[src/rtl/mem_wb_stage.sv]
// Dual-lane MEM/WB stage: writeback select, cache-miss stall FSM with eviction/fill penalties and replay.
// Optional feature: define MEM_MISS_COUNTER_EN to build the saturating stall-cycle counter on misscount.
module mem_wb_stage #(
    parameter int MISS_CYCLES  = 4,
    parameter int DIRTY_CYCLES = 4
) (
    input  logic        clk,
    input  logic        rst_n,
    input  logic        memtoregm,
    input  logic        memtoregm2,
    input  logic        regwritem,
    input  logic        regwritem2,
    input  logic [4:0]  writeregm,
    input  logic [4:0]  writeregm2,
    input  logic [31:0] aluoutm,
    input  logic [31:0] aluoutm2,
    input  logic [31:0] readdatam,
    input  logic [31:0] readdatam2,
    input  logic        hit,
    input  logic        hit2,
    input  logic        miss,
    input  logic        miss2,
    input  logic        dirty,
    output logic        regwritew,
    output logic        regwritew2,
    output logic [4:0]  writeregw,
    output logic [4:0]  writeregw2,
    output logic [31:0] resultw,
    output logic [31:0] resultw2,
    output logic        stallm,
    output logic [15:0] misscount
);

    typedef enum logic [1:0] {
        RUN   = 2'd0,
        EVICT = 2'd1,
        FILL1 = 2'd2,
        FILL2 = 2'd3
    } state_t;

    localparam logic [4:0] MISS_LOAD  = 5'(MISS_CYCLES - 1);
    localparam logic [4:0] DIRTY_LOAD = 5'(DIRTY_CYCLES - 1);

    state_t      state_r;
    logic [4:0]  cnt_r;
    logic        replay_r;
    logic        pend1_r;
    logic        pend2_r;

    logic        miss_start_s;
    logic        capture_s;
    logic        cnt_zero_s;
    logic        squash_s;
    logic        wen1_s;
    logic        wen2_s;
    logic [31:0] res1_s;
    logic [31:0] res2_s;
    logic        unused_s;

    // hit/hit2 carry no decision weight; the stall is driven by miss/miss2 only
    assign unused_s = ^{hit, hit2};

    // Stall decode and lane result selection
    always_comb begin
        miss_start_s = 1'b0;
        capture_s    = 1'b0;
        if (state_r == RUN) begin
            miss_start_s = ~replay_r & (miss | miss2);
            capture_s    = ~miss_start_s;
        end else begin
            miss_start_s = 1'b0;
            capture_s    = 1'b0;
        end
        stallm     = (state_r != RUN) | miss_start_s;
        cnt_zero_s = (cnt_r == 5'd0);
        squash_s   = regwritem & regwritem2 & (writeregm == writeregm2) & (writeregm != 5'd0);
        wen1_s     = regwritem & (writeregm != 5'd0) & ~squash_s;
        wen2_s     = regwritem2 & (writeregm2 != 5'd0);
        res1_s     = memtoregm ? readdatam : aluoutm;
        res2_s     = memtoregm2 ? readdatam2 : aluoutm2;
    end

    // Miss-service state machine: penalty countdown, pending lanes and replay flag
    always_ff @(posedge clk or negedge rst_n) begin
        if (!rst_n) begin
            state_r  <= RUN;
            cnt_r    <= 5'd0;
            replay_r <= 1'b0;
            pend1_r  <= 1'b0;
            pend2_r  <= 1'b0;
        end else begin
            case (state_r)
                RUN: begin
                    if (replay_r) begin
                        replay_r <= 1'b0;
                    end else if (miss | miss2) begin
                        pend1_r <= miss;
                        pend2_r <= miss & miss2;
                        if (dirty) begin
                            state_r <= EVICT;
                            cnt_r   <= DIRTY_LOAD;
                        end else if (miss) begin
                            state_r <= FILL1;
                            cnt_r   <= MISS_LOAD;
                        end else begin
                            state_r <= FILL2;
                            cnt_r   <= MISS_LOAD;
                        end
                    end else begin
                        state_r <= RUN;
                    end
                end
                EVICT: begin
                    if (cnt_zero_s) begin
                        state_r <= pend1_r ? FILL1 : FILL2;
                        cnt_r   <= MISS_LOAD;
                    end else begin
                        cnt_r <= cnt_r - 5'd1;
                    end
                end
                FILL1: begin
                    if (cnt_zero_s) begin
                        pend1_r <= 1'b0;
                        if (pend2_r) begin
                            state_r <= FILL2;
                            cnt_r   <= MISS_LOAD;
                        end else begin
                            state_r  <= RUN;
                            replay_r <= 1'b1;
                        end
                    end else begin
                        cnt_r <= cnt_r - 5'd1;
                    end
                end
                FILL2: begin
                    if (cnt_zero_s) begin
                        state_r  <= RUN;
                        replay_r <= 1'b1;
                        pend1_r  <= 1'b0;
                        pend2_r  <= 1'b0;
                    end else begin
                        cnt_r <= cnt_r - 5'd1;
                    end
                end
                default: begin
                    state_r  <= RUN;
                    cnt_r    <= 5'd0;
                    replay_r <= 1'b0;
                    pend1_r  <= 1'b0;
                    pend2_r  <= 1'b0;
                end
            endcase
        end
    end

    // W-stage registers: capture both lanes, or load a bubble while stalling
    always_ff @(posedge clk or negedge rst_n) begin
        if (!rst_n) begin
            regwritew  <= 1'b0;
            regwritew2 <= 1'b0;
            writeregw  <= 5'd0;
            writeregw2 <= 5'd0;
            resultw    <= 32'd0;
            resultw2   <= 32'd0;
        end else if (capture_s) begin
            regwritew  <= wen1_s;
            regwritew2 <= wen2_s;
            writeregw  <= writeregm;
            writeregw2 <= writeregm2;
            resultw    <= res1_s;
            resultw2   <= res2_s;
        end else begin
            regwritew  <= 1'b0;
            regwritew2 <= 1'b0;
        end
    end

`ifdef MEM_MISS_COUNTER_EN
    logic [15:0] misscount_r;

    // Saturating count of stalled cycles; cleared by reset only
    always_ff @(posedge clk or negedge rst_n) begin
        if (!rst_n) begin
            misscount_r <= 16'd0;
        end else if (stallm && (misscount_r != 16'hFFFF)) begin
            misscount_r <= misscount_r + 16'd1;
        end else begin
            misscount_r <= misscount_r;
        end
    end

    assign misscount = misscount_r;
`else
    assign misscount = 16'h0000;
`endif

endmodule
[config.mk]
export PLATFORM = sky130hd
export DESIGN_NAME = mem_wb_stage
export DESIGN_NICKNAME = d
export VERILOG_FILES = /design/src/rtl/mem_wb_stage.sv
export SDC_FILE = /design/constraint.sdc
export NUM_CORES = 1
export LEC_CHECK = 0
export CORE_ASPECT_RATIO = 2
export CORE_MARGIN = 10
export CORE_UTILIZATION = 39
export CTS_CLUSTER_DIAMETER = 30
export CTS_CLUSTER_SIZE = 28
export DETAILED_ROUTE_END_ITERATION = 10
export HOLD_SLACK_MARGIN = 0.05
export PLACE_DENSITY = 0.86
export REMOVE_ABC_BUFFERS = 1
export SYNTH_ARGS = -nofsm -noshare
export SYNTH_HDL_FRONTEND = slang
export SYNTH_SLANG_ARGS = --single-unit
[constraint.sdc]
create_clock -name clk -period 2.15 [get_ports clk]
set_clock_uncertainty 0.05 [all_clocks]
set_input_delay 0.645 -clock clk [delete_from_list [all_inputs] [get_ports clk]]
set_output_delay 0.645 -clock clk [all_outputs]
set_load 0.02 [all_outputs]
=== Word-level counts from Yosys, hierarchy flattened ===
Cells that the tools add are included.

* Bits in latches: 0
* Flip-flop bits (word level): 86
* Output and inout bits: 93
* Memories: 0
* Bits in writable memories: 0
* Memory bits (read-only): 0

* Multipliers: 0
* Div/mod/pow operators: 0
* Equal/unequal tests: 13
* Muxes and demuxes: 34
* Reductions and logical operators: 14
* Add/subtract/negate cells: 1
* $lt $le $gt $ge: 0
* Bitwise operators: 13
* Shift-type cells: 0

{| class="wikitable"
|+ Operators by type and width
! operator !! count
|-
| $mux W32 || 2
|-
| $mux W5 || 6
|-
| $pmux W5 S4 || 1
|-
| $reduce_and A4 Y1 || 5
|-
| $mux W1 || 14
|-
| $mux W2 || 7
|-
| $ne A2 B2 Y1 const B || 6
|-
| $reduce_bool A5 Y1 || 2
|-
| $and A1 B1 Y1 || 8
|-
| $pmux W2 S4 || 1
|-
| $reduce_bool A2 Y1 || 3
|-
| $eq A5 B5 Y1 || 1
|-
| $logic_not A5 Y1 || 1
|-
| $sub A5 B1 Y5 const B || 1
|-
| $eq A2 B2 Y1 const B || 2
|-
| $ne A2 B1 Y1 const B || 2
|-
| $pmux W1 S2 || 2
|-
| $ne A3 B3 Y1 const B || 1
|-
| $not A1 Y1 || 3
|-
| $pmux W1 S3 || 1
|-
| $reduce_bool A3 Y1 || 1
|-
| $eq A2 B1 Y1 const B || 1
|-
| $logic_not A2 Y1 || 1
|-
| $or A1 B1 Y1 || 2
|-
| $reduce_or A2 Y1 || 1
|}

=== Logic depth before layout (Yosys ltp) ===
* Depth in word-level cells: 6
* Gate-level depth with buffers: 8
* Gate-level depth less buffers: 6

=== Worst setup path after synthesis ===
Ideal clock, no wire load.

* Path kind: input to output
* Start point: input port miss2
* End point: output port stallm
* Cell stages on the path: 4
* Slack: 0.236 ns
* Required time: 1.455 ns
* Arrival time: 1.219 ns
* Path through: nor2_1 > o21ai_2 > buf_4 > buf_4

* Word-level cells in the longest chain between the ends: 4

{| class="wikitable"
|+ Ends and longest elaborated chain
! item !! line !! RTL
|-
| start: declaration || 22 || <nowiki>input logic miss2,</nowiki>
|-
| $or A1 B1 Y1 || 68 || <nowiki>miss_start_s = ~replay_r & (miss | miss2);</nowiki>
|-
| $and A1 B1 Y1 || 68 ||
|-
| $mux W1 || 67 || <nowiki>if (state_r == RUN) begin</nowiki>
|-
| $or A1 B1 Y1 || 74 || <nowiki>stallm = (state_r != RUN) | miss_start_s;</nowiki>
|-
| end: declaration || 30 || <nowiki>output logic stallm,</nowiki>
|}

No other way between the ends.

=== Worst setup path after layout ===
* Start point: register state_r[0]
* End point: output port stallm

* Word-level cells in the longest chain between the ends: 3
* Elaborated cells on any way between the ends: 4

{| class="wikitable"
|+ Ends and longest elaborated chain
! item !! line !! RTL
|-
| start: declaration || 44 || <nowiki>state_t state_r;</nowiki>
|-
| start signal: assignment || 115 || <nowiki>state_r <= pend1_r ? FILL1 : FILL2;</nowiki>
|-
| $logic_not A2 Y1 || 67 ||
|-
| $mux W1 || 67 ||
|-
| $or A1 B1 Y1 (*) || 74 ||
|}

Every way passes the cells marked *; elsewhere a longest branch is shown, timed or not.

==> out/qor.json <==
{
  "clocking": {
    "cts_buffer_count": 9,
    "ctsLongestPathBuffers": 2,
    "cts_root_buffer": "clkbuf_16",
    "clock_tree.htree_level_count": 3,
    "tritoncts": "built",
    "clk_pin_slew_ps": 60,
    "tritoncts_num_sinks": 86,
    "clock_latency_ps": 330,
    "cts_hold_buffers": 0
  },
  "worst_setup_path": {
    "data_required_time_at_the_worst_endpoint_ps": 1450,
    "worst-path-max-fanout": 6,
    "timing.critical_path.arrival_ps": 1360,
    "r2r_slack_ps": 330,
    "timing.setup.critical_path_class": "flop to output port",
    "element_type_at_the_critical_path_end": "output port",
    "timing.critical_path.from_type": "flop"
  },
  "yosys": {
    "post_synthesis_async_set_or_reset_flop_share": 1.000,
    "count_of_unique_library_cells_instantiated_by_yosys": 42,
    "synth_top_area_cell": "dfrtp_1",
    "synth_seq_area_share": 0.5051,
    "cell_area_after_synthesis_mm2": 0.004260,
    "avgSynthCellArea_um2": 10.42,
    "synth_enable_flop_cells": 0,
    "synth_top_cells_by_area": "dfrtp_1, mux2i_1, o21ai_1",
    "yosys.area.top_type_share": 0.5051,
    "dominantRegCellSynth": "dfrtp_1",
    "ys.warnings.count": 0,
    "synth.ff_latch_count": 86,
    "post_synth_inst_count": 409
  },
  "global_route": {
    "grt_antenna_before_repair": 0,
    "globalRouteMet2Util": 0.3400,
    "gr-usage-all-layers": 0.1801,
    "grt-busiest-layer": "met2",
    "use_met1": 0.1776,
    "first_global_vias": 4140,
    "use_met3": 0.04499,
    "global_route_wire_length_before_repair_um": 22230,
    "maximum_number_of_pins_on_one_net_before_global_route_repair": 52,
    "overflow": 0
  },
  "timing": {
    "grt_setup_unrepaired": "false",
    "final.setup.worst_slack_ps": 97.15,
    "finalWorstPathRequiredPeriod_ps": 2053,
    "holdWs_ps": 93.19,
    "final_min_period_over_clock_period": 0.9548,
    "hold_violations": 0,
    "setup_viol": 0,
    "fmax_ghz": 0.4871,
    "number_of_pins_exceeding_their_max_slew_limit_in_the_final_report": 0
  },
  "power_and_ir_drop": {
    "powerDensity_mw_per_mm2": 1362,
    "vdd_ir_drop_max_v": 0.0007647,
    "cellLeakagePower_uw": 0.003150
  },
  "route": {
    "wire_per_inst_um": 18.52,
    "postRouteAntennaNets": 0,
    "route.detailed.vias_per_inst": 4.928,
    "drtIter0Drc": 115,
    "vias": 3819,
    "routed_wirelength_um": 14350,
    "route.detailed.drc": 0,
    "firstDrtPassIters": 5
  },
  "floorplanning": {
    "initial_core_util": 0.3941,
    "num_rows": 54,
    "dieHeight_um": 167.8,
    "fp.coreArea_mm2": 0.01081,
    "die-area_mm2": 0.01576,
    "dieWidth_um": 93.91,
    "pin_count": 242
  },
  "final_layout": {
    "final_core_utilization": 0.6483,
    "final_layout_size_suffix_gt1_frac": 0.06142,
    "area.growth.synth_to_final_pct": 64.49,
    "final_net_count": 785,
    "insertedDiodeCount": 0,
    "post-route-cell-area_mm2": 0.007008,
    "fin_cells": 775
  },
  "placed_design": {
    "pre_cts_ws_ps": -204.6,
    "dp.cells": 758,
    "port-buffer-count": 223,
    "placed_area_mm2": 0.006625,
    "detailed_place_hpwl_um": 11950,
    "routabilityCongestion": 0.8242
  },
  "job": {
    "drv.max_cap_violation_count": 0
  },
  "run_status": {
    "run_status": "complete, no violations"
  },
  "worst_hold_path": {
    "holdCritPathClass": "primary input to async pin"
  }
}
[cells by family (layout without fill, tap and decap cells)]
| family | count (synthesis) | after routing | synth area share |
|---|---|---|---|
| other | 1 | 16 | 0.0008802 |
| flip-flops | 86 | 86 | 0.5051 |
| buffers and inverters | 49 | 260 | 0.06814 |
| AND/OR/NAND/NOR | 94 | 94 | 0.09662 |
| XOR/XNOR | 5 | 5 | 0.01028 |
| multiplexers | 76 | 76 | 0.1818 |
| adder cells (fa/ha/maj) | 6 | 6 | 0.01762 |
| AO/OA/AOI/OAI | 92 | 92 | 0.1195 |
[cells in the final DEF (no fill, tap or decap), types with 2 or more instances in the layout]
cell type | netlist | final
o21ai_1 | 70 | 70
nor3_1 | 4 | 4
buf_12 | 0 | 6
dfrtp_1 | 86 | 86
bufinv_16 | 0 | 4
dlygate4sd2_1 | 0 | 2
conb_1 | 1 | 16
nand2_1 | 70 | 70
clkbuf_16 | 0 | 9
mux2i_1 | 65 | 65
ha_1 | 6 | 5
buf_2 | 12 | 2
a31oi_1 | 2 | 2
inv_1 | 7 | 7
buf_4 | 20 | 10
or4_1 | 2 | 2
clkdlybuf4s50_1 | 0 | 217
nor2_1 | 9 | 8
xor2_1 | 4 | 4
o21ai_0 | 2 | 2
nor2b_1 | 2 | 2
a41oi_1 | 2 | 2
a21oi_1 | 4 | 4
mux2_1 | 11 | 11
[cell usage after synthesis (all sizes together), types with 2 or more instances]
cell and n:
a21oi 5, ha 6, nor2b 2, buf 34, nor3 4, mux2 11, a31oi 2, xor2 4
a41oi 2, clkbuf 8, dfrtp 86, nand2 70, or4 2, mux2i 65, nor2 9, inv 7
o21ai 73
[power breakdown]
part           switching, uW  leakage, uW  internal, uW
sequential               450      0.00106          2400
combinational           2560      0.00192          2260
clock                    622     0.000177          1250
total                   3630      0.00315          5920
[area by class of cell]
| type | count | area, um^2 |
|---|---|---|
| Clock buffer | 10 | 229.0 |
| Clock inverter | 6 | 133.9 |
| Fill cell | 836 | 3802 |
| Inverter | 7 | 26.28 |
| Multi-Input combinational cell | 289 | 1897 |
| Sequential cell | 86 | 2152 |
| Tap cell | 140 | 175.2 |
| Timing Repair Buffer | 237 | 2395 |
[critical path: stages (launching register included)]
cell and delay, ps:
dfrtp_1 420, inv_1 170, ha_4 200, o21ai_4 90, buf_12 150
[sequential cells by signal (all words and copies together), names as in the netlist]
signal	flops
resultw2	32
resultw	32
cnt_r	5
writeregw2	5
writeregw	5
state_r	2
pend1_r	1
pend2_r	1
regwritew	1
regwritew2	1
replay_r	1
[layer usage]
| metal | vias up | wire length (um) |
|---|---|---|
| met5 | - | 0 |
| met4 | 0 | 388 |
| met3 | 22 | 870 |
| met2 | 144 | 8270 |
| met1 | 1828 | 4823 |
| li1 | 1825 | - |
[path summary, 6_finish.rpt]
check                                                end  cells past startpoint               startpoint
max in group asynchronous       resultw2[31]$_DFFE_PN0P_                      2                    rst_n
worst max-delay path                              stallm                      4   state_r[0]$_DFFE_PN0P_
min in group clk                 resultw2[3]$_DFFE_PN0P_                      2  resultw2[3]$_DFFE_PN0P_
worst max register to register      cnt_r[1]$_DFFE_PN0P_                      6     cnt_r[0]$_DFFE_PN0P_
worst min-delay path              resultw[5]$_DFFE_PN0P_                      1                    rst_n
worst min register to register   resultw2[3]$_DFFE_PN0P_                      2  resultw2[3]$_DFFE_PN0P_
[repair_timing]
item,4_1_cts,5_1_grt
setup buffers,1,0
cloned,0,0
resized for setup,4,1
endpoints found under the setup margin,1,1
pin swaps,1,0
[metrics by stage]
stage               setup TNS, ps  power (uW)
floorplan                 -172200        5205
global placement           -11030        7472
detailed placement          -9443        7680
CTS                             0        9613
global route                    0       10110
finish                          0        9548
Note: power is estimated with default switching activity, not from simulation.
